## config.mk

```make
export PLATFORM = sky130hd
export DESIGN_NAME = cpu_decode_queue
export DESIGN_NICKNAME = d
export VERILOG_FILES = /design/src/rtl/cpu_decode_queue_pkg.sv /design/src/rtl/cpu_decode_queue_logic.sv /design/src/rtl/cpu_decode_queue.sv
export SDC_FILE = /design/constraint.sdc
export NUM_CORES = 1
export LEC_CHECK = 0
export BUFFER_PORTS_ARGS = -buffer_cell sky130_fd_sc_hd__buf_2
export CAP_MARGIN = 10
export CELL_PAD_IN_SITES_DETAIL_PLACEMENT = 0
export CELL_PAD_IN_SITES_GLOBAL_PLACEMENT = 1
export CORE_AREA = 2 2 166 184
export CTS_CLUSTER_SIZE = 28
export DETAILED_ROUTE_END_ITERATION = 12
export DIE_AREA = 0 0 168 186
export GPL_TIMING_DRIVEN = 0
export HOLD_SLACK_MARGIN = 0.02
export PLACE_DENSITY = 0.82
export SETUP_SLACK_MARGIN = 0.2
export SLEW_MARGIN = 20
export SYNTH_ARGS = -nofsm -noshare
export SYNTH_HDL_FRONTEND = slang
export SYNTH_SLANG_ARGS = --single-unit
```

## constraint.sdc

```tcl
create_clock -name i_clock -period 8.5 [get_ports i_clock]
set_input_delay 1.275 -clock i_clock [delete_from_list [all_inputs] [get_ports i_clock]]
set_output_delay 1.275 -clock i_clock [all_outputs]
set_load 0.01 [all_outputs]
```

## src/rtl/cpu_decode_queue_pkg.sv

```systemverilog
// Shared types for the decode stage: fetch/decode payloads, FSM states and the
// instruction match table consumed by the combinational decoder.
package cpu_decode_queue_pkg;

  localparam int unsigned XLEN  = 32;
  localparam int unsigned REG_W = 5;
  localparam int unsigned TAG_W = 8;
  localparam int unsigned OP_W  = 5;

  typedef logic [OP_W-1:0] decode_op_t;

  localparam decode_op_t DECODE_OP_ILLEGAL = 5'd0;
  localparam decode_op_t OP_ADDI  = 5'd1;
  localparam decode_op_t OP_ADD   = 5'd2;
  localparam decode_op_t OP_SUB   = 5'd3;
  localparam decode_op_t OP_ANDI  = 5'd4;
  localparam decode_op_t OP_ORI   = 5'd5;
  localparam decode_op_t OP_XORI  = 5'd6;
  localparam decode_op_t OP_SLLI  = 5'd7;
  localparam decode_op_t OP_LW    = 5'd8;
  localparam decode_op_t OP_SW    = 5'd9;
  localparam decode_op_t OP_BEQ   = 5'd10;
  localparam decode_op_t OP_JAL   = 5'd11;
  localparam decode_op_t OP_LUI   = 5'd12;
  localparam decode_op_t OP_FMADD = 5'd13;

  typedef enum logic [1:0] {RUN, DRAIN, HALT} decode_state_t;

  typedef enum logic [1:0] {SRC_ZERO, SRC_RS, SRC_IMM, SRC_PC} alu_src_t;

  typedef enum logic [2:0] {ALU_ADD, ALU_SUB, ALU_AND, ALU_OR, ALU_XOR, ALU_SLL, ALU_FMA} alu_op_t;

  typedef struct packed {
    logic [XLEN-1:0]  pc;
    logic [XLEN-1:0]  instruction;
    logic [REG_W-1:0] rs1;
    logic [REG_W-1:0] rs2;
    logic [REG_W-1:0] rs3;
    logic [REG_W-1:0] rd;
    logic [XLEN-1:0]  imm;
    logic [TAG_W-1:0] tag;
  } fetch_data_t;

  typedef struct packed {
    logic [XLEN-1:0]  pc;
    logic [REG_W-1:0] inst_rs1;
    logic [REG_W-1:0] inst_rs2;
    logic [REG_W-1:0] inst_rs3;
    logic [REG_W-1:0] inst_rd;
    logic [XLEN-1:0]  imm;
    logic [TAG_W-1:0] tag;
    logic [2:0]       have_rs;
    logic             arithmetic;
    logic             logical;
    logic             shift;
    logic             branch;
    logic             jump;
    logic             load;
    logic             store;
    alu_op_t          alu_operation;
    alu_src_t         alu_operand1;
    alu_src_t         alu_operand2;
    logic             memory_read;
    logic             memory_write;
    logic [1:0]       memory_size;
    logic             memory_signed;
    decode_op_t       op;
  } decode_data_t;

  // cls = {arithmetic, logical, shift, branch, jump, load, store}
  typedef struct packed {
    logic [XLEN-1:0] mask;
    logic [XLEN-1:0] match;
    decode_op_t      op;
    logic [6:0]      cls;
    alu_op_t         alu;
    alu_src_t        src1;
    alu_src_t        src2;
    logic            mem_rd;
    logic            mem_wr;
    logic [1:0]      mem_size;
    logic            mem_signed;
  } inst_entry_t;

  localparam int unsigned INST_COUNT = 13;

  localparam inst_entry_t INST_TABLE [INST_COUNT] = '{
    '{32'h0000707F, 32'h00000013, OP_ADDI,  7'b1000000, ALU_ADD, SRC_RS,   SRC_IMM, 1'b0, 1'b0, 2'd0, 1'b0},
    '{32'hFE00707F, 32'h00000033, OP_ADD,   7'b1000000, ALU_ADD, SRC_RS,   SRC_RS,  1'b0, 1'b0, 2'd0, 1'b0},
    '{32'hFE00707F, 32'h40000033, OP_SUB,   7'b1000000, ALU_SUB, SRC_RS,   SRC_RS,  1'b0, 1'b0, 2'd0, 1'b0},
    '{32'h0000707F, 32'h00007013, OP_ANDI,  7'b0100000, ALU_AND, SRC_RS,   SRC_IMM, 1'b0, 1'b0, 2'd0, 1'b0},
    '{32'h0000707F, 32'h00006013, OP_ORI,   7'b0100000, ALU_OR,  SRC_RS,   SRC_IMM, 1'b0, 1'b0, 2'd0, 1'b0},
    '{32'h0000707F, 32'h00004013, OP_XORI,  7'b0100000, ALU_XOR, SRC_RS,   SRC_IMM, 1'b0, 1'b0, 2'd0, 1'b0},
    '{32'hFE00707F, 32'h00001013, OP_SLLI,  7'b0010000, ALU_SLL, SRC_RS,   SRC_IMM, 1'b0, 1'b0, 2'd0, 1'b0},
    '{32'h0000707F, 32'h00002003, OP_LW,    7'b0000010, ALU_ADD, SRC_RS,   SRC_IMM, 1'b1, 1'b0, 2'd2, 1'b1},
    '{32'h0000707F, 32'h00002023, OP_SW,    7'b0000001, ALU_ADD, SRC_RS,   SRC_IMM, 1'b0, 1'b1, 2'd2, 1'b0},
    '{32'h0000707F, 32'h00000063, OP_BEQ,   7'b0001000, ALU_SUB, SRC_RS,   SRC_RS,  1'b0, 1'b0, 2'd0, 1'b0},
    '{32'h0000007F, 32'h0000006F, OP_JAL,   7'b0000100, ALU_ADD, SRC_PC,   SRC_IMM, 1'b0, 1'b0, 2'd0, 1'b0},
    '{32'h0000007F, 32'h00000037, OP_LUI,   7'b1000000, ALU_ADD, SRC_ZERO, SRC_IMM, 1'b0, 1'b0, 2'd0, 1'b0},
    '{32'h0600007F, 32'h00000043, OP_FMADD, 7'b1000000, ALU_FMA, SRC_RS,   SRC_RS,  1'b0, 1'b0, 2'd0, 1'b0}
  };

endpackage

```

## src/rtl/cpu_decode_queue_logic.sv

```systemverilog
// Combinational decoder: first matching table entry supplies class/ALU/memory
// fields; no match yields op=0 with all class flags clear and illegal_c set.
module cpu_decode_queue_logic
  import cpu_decode_queue_pkg::*;
#(
  parameter bit ENABLE_RS3 = 1'b1
) (
  input  fetch_data_t  fetch,
  output decode_data_t decode_c,
  output logic         illegal_c
);

  inst_entry_t entry;
  logic        hit;

  always_comb begin
    hit   = 1'b0;
    entry = '0;
    for (int unsigned i = 0; i < INST_COUNT; i++) begin
      if (!hit && ((fetch.instruction & INST_TABLE[i].mask) == INST_TABLE[i].match)) begin
        hit   = 1'b1;
        entry = INST_TABLE[i];
      end
    end
  end

  always_comb begin
    decode_c          = '0;
    decode_c.pc       = fetch.pc;
    decode_c.inst_rs1 = fetch.rs1;
    decode_c.inst_rs2 = fetch.rs2;
    decode_c.inst_rs3 = ENABLE_RS3 ? fetch.rs3 : '0;
    decode_c.inst_rd  = fetch.rd;
    decode_c.imm      = fetch.imm;
    decode_c.tag      = fetch.tag;
    decode_c.have_rs  = {ENABLE_RS3 && (fetch.rs3 != '0), fetch.rs2 != '0, fetch.rs1 != '0};
    {decode_c.arithmetic, decode_c.logical, decode_c.shift, decode_c.branch,
     decode_c.jump, decode_c.load, decode_c.store} = entry.cls;
    decode_c.alu_operation = entry.alu;
    decode_c.alu_operand1  = entry.src1;
    decode_c.alu_operand2  = entry.src2;
    decode_c.memory_read   = entry.mem_rd;
    decode_c.memory_write  = entry.mem_wr;
    decode_c.memory_size   = entry.mem_size;
    decode_c.memory_signed = entry.mem_signed;
    decode_c.op            = entry.op;
  end

  assign illegal_c = !hit;

endmodule

```

## src/rtl/cpu_decode_queue.sv

```systemverilog
// Decode stage between fetch and execute: decodes into a DEPTH-entry queue with
// valid/ready on both sides, flush, and a halt-drain-wait fault FSM.
module cpu_decode_queue
  import cpu_decode_queue_pkg::*;
#(
  parameter  int unsigned DEPTH      = 2,
  parameter  bit          ENABLE_RS3 = 1'b1,
  localparam int unsigned COUNT_W    = $clog2(DEPTH + 1)
) (
  input  logic               i_clock,
  input  logic               i_reset,
  input  logic               i_flush,
  input  fetch_data_t        i_data,
  input  logic               i_valid,
  output logic               o_ready,
  output decode_data_t       o_data,
  output logic               o_valid,
  input  logic               i_ready,
  output logic               o_fault,
  output logic [XLEN-1:0]    o_fault_pc,
  output logic [COUNT_W-1:0] o_count
);

  localparam int unsigned PTR_W = (DEPTH > 1) ? $clog2(DEPTH) : 1;

  typedef logic [PTR_W-1:0]   ptr_t;
  typedef logic [COUNT_W-1:0] count_t;

  decode_data_t    mem [DEPTH];
  ptr_t            wr_ptr, rd_ptr, wr_ptr_d, rd_ptr_d;
  count_t          count_d;
  decode_state_t   state, state_d;
  decode_data_t    dec_c, head_d;
  logic            illegal_c;
  logic            enq, deq;
  logic            ready_d, valid_d, fault_d;
  logic [XLEN-1:0] fault_pc_d;

  function automatic ptr_t ptr_inc(input ptr_t p);
    return (p == ptr_t'(DEPTH - 1)) ? '0 : p + ptr_t'(1);
  endfunction

  cpu_decode_queue_logic #(
    .ENABLE_RS3(ENABLE_RS3)
  ) u_logic (
    .fetch    (i_data),
    .decode_c (dec_c),
    .illegal_c(illegal_c)
  );

  // Flush overrides both handshakes in the same cycle.
  assign enq = i_valid && o_ready && !i_flush;
  assign deq = o_valid && i_ready && !i_flush;

  always_ff @(posedge i_clock or negedge i_reset) begin
    if (!i_reset) state <= RUN;
    else          state <= state_d;
  end

  always_comb begin
    state_d = state;
    if (i_flush) begin
      state_d = RUN;
    end else begin
      case (state)
        RUN:     if (enq && illegal_c) state_d = DRAIN;
        DRAIN:   if (count_d == '0) state_d = HALT;
        HALT:    state_d = HALT;
        default: state_d = RUN;
      endcase
    end
  end

  always_comb begin
    wr_ptr_d = wr_ptr;
    rd_ptr_d = rd_ptr;
    count_d  = o_count;
    if (i_flush) begin
      wr_ptr_d = '0;
      rd_ptr_d = '0;
      count_d  = '0;
    end else begin
      if (enq) wr_ptr_d = ptr_inc(wr_ptr);
      if (deq) rd_ptr_d = ptr_inc(rd_ptr);
      case ({enq, deq})
        2'b10:   count_d = o_count + count_t'(1);
        2'b01:   count_d = o_count - count_t'(1);
        default: count_d = o_count;
      endcase
    end
  end

  // Next-cycle values of the registered outputs; a write landing on the new
  // head slot bypasses the storage array.
  always_comb begin
    ready_d    = (state_d == RUN) && (count_d < count_t'(DEPTH));
    valid_d    = (count_d != '0);
    head_d     = (enq && (wr_ptr == rd_ptr_d)) ? dec_c : mem[rd_ptr_d];
    fault_d    = o_fault;
    fault_pc_d = o_fault_pc;
    if (i_flush) begin
      fault_d = 1'b0;
    end else if (enq && illegal_c) begin
      fault_d    = 1'b1;
      fault_pc_d = i_data.pc;
    end
  end

  always_ff @(posedge i_clock or negedge i_reset) begin
    if (!i_reset) begin
      wr_ptr     <= '0;
      rd_ptr     <= '0;
      o_count    <= '0;
      o_ready    <= 1'b0;
      o_valid    <= 1'b0;
      o_data     <= '0;
      o_fault    <= 1'b0;
      o_fault_pc <= '0;
    end else begin
      wr_ptr     <= wr_ptr_d;
      rd_ptr     <= rd_ptr_d;
      o_count    <= count_d;
      o_ready    <= ready_d;
      o_valid    <= valid_d;
      o_data     <= head_d;
      o_fault    <= fault_d;
      o_fault_pc <= fault_pc_d;
    end
  end

  always_ff @(posedge i_clock) begin
    if (enq) mem[wr_ptr] <= dec_c;
  end

endmodule
```

==> metrics.md, run 1 <==
| Metric | Value |
|---|---|
| Largest net degree at the start of global routing | `81` |
| GRT Total Usage | `19.6%` |
| Filler Cells Inserted | `2,308` |
| Fmax | `0.268 GHz` |
| Post-synthesis cell area | `14,300 µm²` |
| Async set-reset flop share out of synthesis | `40.5%` |
| Endpoints failing setup | `0` |
| CTS buffer count | `38` |
| Largest delay contributor family on the critical path | `buffers and inverters` |
| Top post-synthesis cells by area | `edfxtp_1 (48%), dfrtp_1 (27%), mux2i_1 (7.5%), o21ai_0 (3.8%), nand2_1 (3.1%)` |
| Initial antenna violation count | `0` |
| DP Worst Slack | `4.20 ns` |
| Synth Area in XOR/XNOR | `0.246%` |
| Clock power share | `37.7%` |
| Initial DRC Count | `649` |
| Worst Path Required | `8.92 ns` |
| Design area | `17,700 µm²` |
| CP Class | `in2reg` |
| Reg clk slew, reported paths | `0.06 ns` |
| Antenna-violating nets left | `0` |
| Avg Cell Area, Syn | `15.6 µm²` |
| Post-route setup slack | `4.77 ns` |
| Cts repair resizes | `0` |
| Crit path DAT | `4.15 ns` |
| Worst min path class | `reg2reg` |
| Routed wire per std cell | `18.8 µm` |
| Initial core utilization | `48.6%` |
| Synth top area share | `47.6%` |
| Synth Area in Simple Gates | `6.13%` |
| Endpoint type of the worst setup path | `register` |
| Post-synth EDFFs | `226` |
| Max_slew headroom | `34.2%` |
| Gp weighted congestion | `0.798` |
| Die area | `31,200 µm²` |
| Cells after synthesis | `916` |
| Placed Area | `16,400 µm²` |
| R2R depth | `7` |
| Worst-Skew Late Latency | `0.51 ns` |
| Area of the multi-input gates | `3350 µm²` |
| Worst-margin pin slew | `0.978 ns` |
| Hold_buf cts | `0` |
| FF+latch area | `10,600 µm²` |
| Antenna Cells | `0` |
| First-pass DRT Iterations | `5` |
| Outcome | `finished clean` |
| # DRC | `0` |
| Die height | `186 µm` |
| Ys Warns | `0` |
| Sequential Power Share | `49.7%` |
| Bufs and invs on worst path | `5` |
| Compound-cell area share of the yosys netlist | `6.12%` |
| Worst path max stage delay | `0.76 ns` |
| Clock skew | `0.0112 ns` |
| GRT Residual Overflow | `0` |
| Sequential cell area fraction in the yosys report | `74.6%` |
| Synth Flop Type | `edfxtp_1` |
| Synth unique cells | `57` |
| P per Cell Area | `248 nW/µm²` |
| Hold Path Depth | `1` |
| Layout net count | `1,364` |
| CTS H-Tree Depth | `2` |
| P_leak | `6.94 nW` |
| Post-CTS setup buffers | `0` |
| Mux cell area share after synthesis | `10.8%` |
| Flops & latches, synth | `380` |
| Post-synth top area cell | `edfxtp_1` |
| Longest Clk Path Bufs | `3` |
| Post-DP HPWL | `20,600 µm` |
| Final Hold Viols | `0` |
| Clock sink count | `380` |
| Core box area | `29,300 µm²` |
| Global-route wire length before repair | `47,700 µm` |
| Crit start category | `input port` |
| Post-route setup TNS | `0 ns` |
| WL final | `30,700 µm` |
| Max-slew violation count | `0` |
| Via count | `8,545` |
| Port Buffer Count | `264` |
| Syn-to-layout area delta | `23.8%` |
| Vias per cell | `5.22` |
| Internal Dissipation | `3.34 mW` |
| R2r endpoint | `o_data[106]` |
| Number of global-route vias before repair | `8,690` |
| Max-capacitance violation count | `0` |
| Slowest-stage cell, CP | `a21oi_2` |
| Layout cell share with drive strength beyond 1 | `31.7%` |
| Largest family of logic cells by synthesized area | `multiplexers` |
| Combinational power share | `12.7%` |
| Worst r2r src | `o_ready` |
| RSZ-0062 raised after global routing | `false` |
| CP max FO | `10` |
| Peak supply drop | `0.000162 V` |
| # IOs | `285` |
| Worst hold path endpoint | `o_fault` |
| Crit-path cells | `clkbuf_1, inv_1, nand3_1, a21oi_2, buf_2, buf_2, clkbuf_1, nand2_1, o21ai_0` |
| Adder-Cell Fraction of Synth Area | `0.0878%` |
| R2R Setup Slk | `5.50 ns` |
| Hold wc startpoint | `o_fault` |
| NetSw | `1.04 mW` |
| Fin crit share | `43.8%` |
| Root buffer cell | `clkbuf_16` |
| CTS tree | `built` |
| FP Rows | `66` |
| Switch share | `23.7%` |
| Fin crit period | `3.73 ns` |
| DIE WIDTH | `168 µm` |
## area by class of cell
cell class	count	share of cell area, %
plain buffers	49	1.47
clock buffers	54	5.90
clock inverters	15	1.07
inverters	7	0.149
multi-input cells	481	19.0
flip-flops and latches	380	60.3
well taps	374	2.65
repair buffers	277	9.52
## how the worst max path moves through the flow
stage,from,endpoint,slack (ns),cells after the start
6_report,i_flush,o_data[106],4.77,9
5_1_grt,i_flush,o_data[108],4.54,9
4_1_cts,i_flush,o_data[106],4.73,9
3_5_place_dp,i_flush,o_data[113],4.20,9
3_3_place_gp,i_flush,mem[1][51],-2.04,4
2_1_floorplan,i_flush,mem[0][0],1.42,4
## cell usage in the layout, fill, tap and decap left out, types with 3 or more instances in the layout
cell	Yosys	routed
buf_2	13	276
edfxtp_1	226	226
dfrtp_1	154	154
nand2_1	118	118
o21ai_0	108	108
mux2i_1	107	107
clkbuf_16	0	39
clkbuf_1	24	38
mux2_4	27	27
nor2_1	22	20
buf_16	0	12
nor3_1	9	9
nor2b_1	8	8
inv_1	7	7
a31oi_1	7	7
a21oi_1	6	6
a211oi_1	6	6
buf_4	6	6
mux2_2	5	5
nand3b_1	4	4
nand3_1	4	4
nor4_1	4	4
a21o_1	4	4
clkinv_2	0	4
bufinv_16	0	4
and3_1	3	3
xnor2_1	3	3
buf_8	2	3
## cells in the mapped netlist, drive strengths merged, types with 5 or more instances
| master | number |
|---|---|
| edfxtp | 226 |
| dfrtp | 154 |
| nand2 | 118 |
| o21ai | 108 |
| mux2i | 107 |
| mux2 | 32 |
| buf | 25 |
| clkbuf | 24 |
| nor2 | 22 |
| nor3 | 9 |
| nor2b | 8 |
| a21oi | 7 |
| a31oi | 7 |
| inv | 7 |
| a211oi | 6 |
| nor4 | 5 |
## flip-flops by register name, indices dropped and copies added, names as in the netlist
| register | count |
|---|---|
| o_ready | 1 |
| o_data | 113 |
| o_fault_pc | 32 |
| mem | 226 |
| state | 2 |
| o_fault | 1 |
| o_valid | 1 |
| o_count | 2 |
| rd_ptr | 1 |
| wr_ptr | 1 |
## per-stage QoR
stage | cells | util (%) | hold WS (ns) | total power [mW]
6_report | 1637 | 60.2 | 0.478 | 4.39
5_1_grt | 1637 | 60.2 | 0.500 | 4.57
4_1_cts | 1637 | 60.2 | 0.487 | 4.43
3_5_place_dp | 1568 | 56.0 | 0.470 | 2.78
3_3_place_gp | 1555 | 54.8 | 0.460 | 2.76
2_1_floorplan | 917 | - | 0.483 | 2.50
## worst register-to-register path, delay by kind of cell (launching register included)
| family | cells | cell delay, ns |
|---|---|---|
| buffers and inverters | 3 | 1.19 |
| flip-flops | 1 | 0.37 |
| AO/OA/AOI/OAI | 2 | 0.85 |
| AND/OR/NAND/NOR | 2 | 0.49 |
## power groups by stage
stage / registers [mW] / logic [mW] / clock network [mW]
6_report: 2.18 / 0.555 / 1.65
3_5_place_dp: 2.21 / 0.564 / 0
5_1_grt: 2.19 / 0.610 / 1.77
2_1_floorplan: 2.28 / 0.220 / 0
4_1_cts: 2.18 / 0.566 / 1.69
3_3_place_gp: 2.23 / 0.529 / 0
## metal layers
metal	track usage [%]	wire length, µm
met5	0	0
met3	4.44	2100
met4	5.57	746
met1	26.4	13100
met2	32.4	14700
## kinds of logic after synthesis
| kind of cell | Yosys count |
|---|---|
| flops | 380 |
| other cells | 1 |
| xor+xnor | 4 |
| buf+inv | 56 |
| fa+ha+maj | 1 |
| mux | 139 |
| simple gates | 190 |
| compound gates | 145 |
Power figures use the tool's default switching activity.
==> run 2, diff against run 1 <==
--- a/config.mk
+++ b/config.mk
@@ -5,17 +5,18 @@
 export SDC_FILE = /design/constraint.sdc
 export NUM_CORES = 1
 export LEC_CHECK = 0
+export ABC_AREA = 1
 export BUFFER_PORTS_ARGS = -buffer_cell sky130_fd_sc_hd__buf_2
 export CAP_MARGIN = 10
 export CELL_PAD_IN_SITES_DETAIL_PLACEMENT = 0
 export CELL_PAD_IN_SITES_GLOBAL_PLACEMENT = 1
-export CORE_AREA = 2 2 166 184
+export CORE_AREA = 2 2 176 195
 export CTS_CLUSTER_SIZE = 28
 export DETAILED_ROUTE_END_ITERATION = 12
-export DIE_AREA = 0 0 168 186
+export DIE_AREA = 0 0 178 197
 export GPL_TIMING_DRIVEN = 0
 export HOLD_SLACK_MARGIN = 0.02
-export PLACE_DENSITY = 0.82
+export PLACE_DENSITY = 0.76
 export SETUP_SLACK_MARGIN = 0.2
 export SLEW_MARGIN = 20
 export SYNTH_ARGS = -nofsm -noshare
==> constraint.sdc (replaced) <==
create_clock -name i_clock -period 3.5 [get_ports i_clock]
set_input_delay 0.525 -clock i_clock [delete_from_list [all_inputs] [get_ports i_clock]]
set_output_delay 0.525 -clock i_clock [all_outputs]
set_load 0.01 [all_outputs]
==> metrics.md, run 2 <==
| Metric | Value |
|---|---|
| Outcome | `finished clean` |
| P_leak | `7.49 nW` |
| Vias per cell | `4.97` |
| Crit path DAT | `3.13 ns` |
| Cts repair resizes | `0` |
| Top post-synthesis cells by area | `edfxtp_1 (48%), dfrtp_1 (27%), nand2_1 (7.8%), a31oi_1 (4.8%), nor2_1 (3.9%)` |
| Endpoints failing setup | `0` |
| Clock skew | `0.0177 ns` |
| Largest delay contributor family on the critical path | `simple AND/OR/NAND/NOR gates` |
| Worst r2r src | `o_ready` |
| DIE WIDTH | `178 µm` |
| Avg Cell Area, Syn | `12.3 µm²` |
| NetSw | `3.61 mW` |
| Design area | `17,600 µm²` |
| Root buffer cell | `clkbuf_16` |
| Die area | `35,100 µm²` |
| Clock sink count | `380` |
| Internal Dissipation | `8.97 mW` |
| Antenna-violating nets left | `0` |
| Longest Clk Path Bufs | `3` |
| Synth Flop Type | `edfxtp_1` |
| Total power | `12.6 mW` |
| P per Cell Area | `713 nW/µm²` |
| Crit-path cells | `nand2_8, nor2_1, inv_1, nor2_4, buf_16, inv_1, nand2_1, nand2_2, buf_2, buf_2, a31oi_1` |
| Bufs and invs on worst path | `5` |
| Largest net degree at the start of global routing | `60` |
| Max-slew violation count | `0` |
| Global-route wire length before repair | `53,100 µm` |
| Die height | `197 µm` |
| RSZ-0062 raised after global routing | `false` |
| Worst min path class | `in2reg` |
| Sequential cell area fraction in the yosys report | `75.6%` |
| WL final | `34,600 µm` |
| Switch share | `28.7%` |
| Via count | `9,587` |
| # DRC | `0` |
| Fmax | `0.370 GHz` |
| Post-synth EDFFs | `226` |
| Syn-to-layout area delta | `25.3%` |
| Hold wc startpoint | `i_data[0]` |
| Reg clk slew, reported paths | `0.06 ns` |
| Final Hold Viols | `0` |
| # IOs | `285` |
| Post-synthesis cell area | `14,100 µm²` |
| Top reg by flops | `mem` |
| Placed Area | `16,300 µm²` |
| CTS tree | `built` |
| CTS H-Tree Depth | `2` |
| CP max FO | `15` |
| Fin crit share | `77.3%` |
| Flops & latches, synth | `380` |
| First-pass DRT Iterations | `5` |
| Slowest-stage cell, CP | `nor2_4` |
| Cells after synthesis | `1,144` |
| Initial core utilization | `42.6%` |
| Port Buffer Count | `267` |
| Fin cells | `1,929` |
| GRT Residual Overflow | `0` |
| Largest regs | `mem x226, o_data x113, o_fault_pc x32` |
| Layout net count | `1,597` |
| Worst-margin pin slew | `0.804 ns` |
| Fin crit period | `2.70 ns` |
| Worst path max stage delay | `0.51 ns` |
| Most frequent cell after synthesis | `nand2_1` |
| Worst-Skew Late Latency | `0.53 ns` |
| Max_slew headroom | `46.2%` |
| Initial antenna violation count | `2` |
| Core box area | `33,000 µm²` |
| Most frequent cells in the layout | `nand2_1 (293), buf_2 (283), edfxtp_1 (226), dfrtp_1 (154), nor2_1 (143)` |
| Peak supply drop | `0.000456 V` |
| Routed wire per std cell | `17.9 µm` |
| Number of global-route vias before repair | `9,505` |
| CTS buffer count | `39` |
| Worst Path Required | `3.92 ns` |
| Setup crit start | `o_ready` |
| Post-route setup TNS | `0 ns` |
| Gp weighted congestion | `0.820` |
| Layout cell share with drive strength beyond 1 | `26.1%` |
| Post-DP HPWL | `23,700 µm` |
| Max-capacitance violation count | `0` |
| Combinational power share | `21.4%` |
| Clock power share | `32.8%` |
| DP Worst Slack | `0.507 ns` |
| Post-synth top area cell | `edfxtp_1` |
| Endpoint type of the worst setup path | `register` |
| Synth top area share | `48.2%` |
| Synth unique cells | `37` |
| Max reg flops | `226` |
| Post-route setup slack | `0.796 ns` |
| Post-Place Cells | `1,857` |
| Ys Warns | `0` |
| Synth top cells by count | `nand2_1 (294), edfxtp_1 (226), dfrtp_1 (154)` |
| Crit start category | `register` |
| Most common cell after layout, fill and taps aside | `nand2_1` |
| Sequential Power Share | `45.9%` |
| CP Class | `reg2reg` |
| Async set-reset flop share out of synthesis | `40.5%` |
| Initial DRC Count | `632` |
| GRT Total Usage | `19.7%` |
| FP Rows | `70` |
run 2: cell types whose count changed after synthesis, moves of 6 or more:
cell      delta
nand2_1    +176
nor2_1     +123
mux2i_1    -106
a31oi_1    +102
o21ai_0    -102
inv_1       +58
mux2_4      -27
o21ai_1     +27
buf_2       +10
nor2b_1      -8
nand3_1      +7
a211oi_1     -6
run 2: through the flow:
stage               util, %  hold WS [ns]
floorplan                 -         0.229
global placement       48.5         0.464
detailed placement     49.5         0.433
CTS                    53.4         0.168
global route           53.4         0.174
finish                 53.4         0.197
run 2: worst paths after layout:
path / slack, ns / to / depth (start not counted)
setup / recovery: 0.80 / o_data[112] / 11
hold / removal: 0.20 / mem[1][27] / 1
setup reg to reg: 0.80 / o_data[112] / 11
hold reg to reg: 0.49 / o_fault / 2
max in group asynchronous: 2.40 / o_fault_pc[13] / 3
min in group asynchronous: 0.46 / o_data[61] / 2
run 2: per-layer routing:
| layer | global-route usage (%) | share of wire, % | up-vias |
|---|---|---|---|
| li1 | - | - | 4556 |
| met1 | 25.8 | 42 | 4679 |
| met2 | 32.9 | 49 | 304 |
| met3 | 4.90 | 7.5 | 46 |
| met4 | 4.92 | 1.6 | 2 |
| met5 | 0 | 0.032 | - |
run 2: power groups by stage:
stage	Sequential (mW)	Combinational, mW	Clock, mW
3_3_place_gp	5.87	2.61	0
5_1_grt	5.85	2.97	4.36
4_1_cts	5.78	2.74	4.20
2_1_floorplan	6.16	1.07	0
6_report	5.77	2.69	4.12
3_5_place_dp	5.86	2.73	0
run 2: repair_timing:
item | in CTS | in global routing
setup buffers | 0 | 0
hold buffers | 1 | 0
hold endpoints to repair | 39 | 0
run 2: area by class of cell:
| type | count | area, µm² |
|---|---|---|
| buffer | 61 | 334 |
| tap | 432 | 541 |
| inverter | 67 | 251 |
| clock buffer | 62 | 1170 |
| fill | 2847 | 15400 |
| antenna | 1 | 2.50 |
| sequential | 380 | 10600 |
| clock inverter | 8 | 103 |
| timing repair buffer | 281 | 1680 |
| multi-input combinational | 637 | 2910 |
run 2: logic make-up (layout without fill, tap and decap cells):
logic type                 count (synthesis)  in the layout  share of synthesized area [%]
AOI/OAI and AO/OA                        151            151                           6.55
xor gates and xnor gates                   1              1                         0.0622
adders and majority gates                  1              1                         0.0889
buffers and inverters                    128            479                           4.00
DFF                                      380            380                           75.6
muxes                                      1              1                         0.0711
other                                      1              3                         0.0266
and+or+nand+nor                          481            481                           13.6
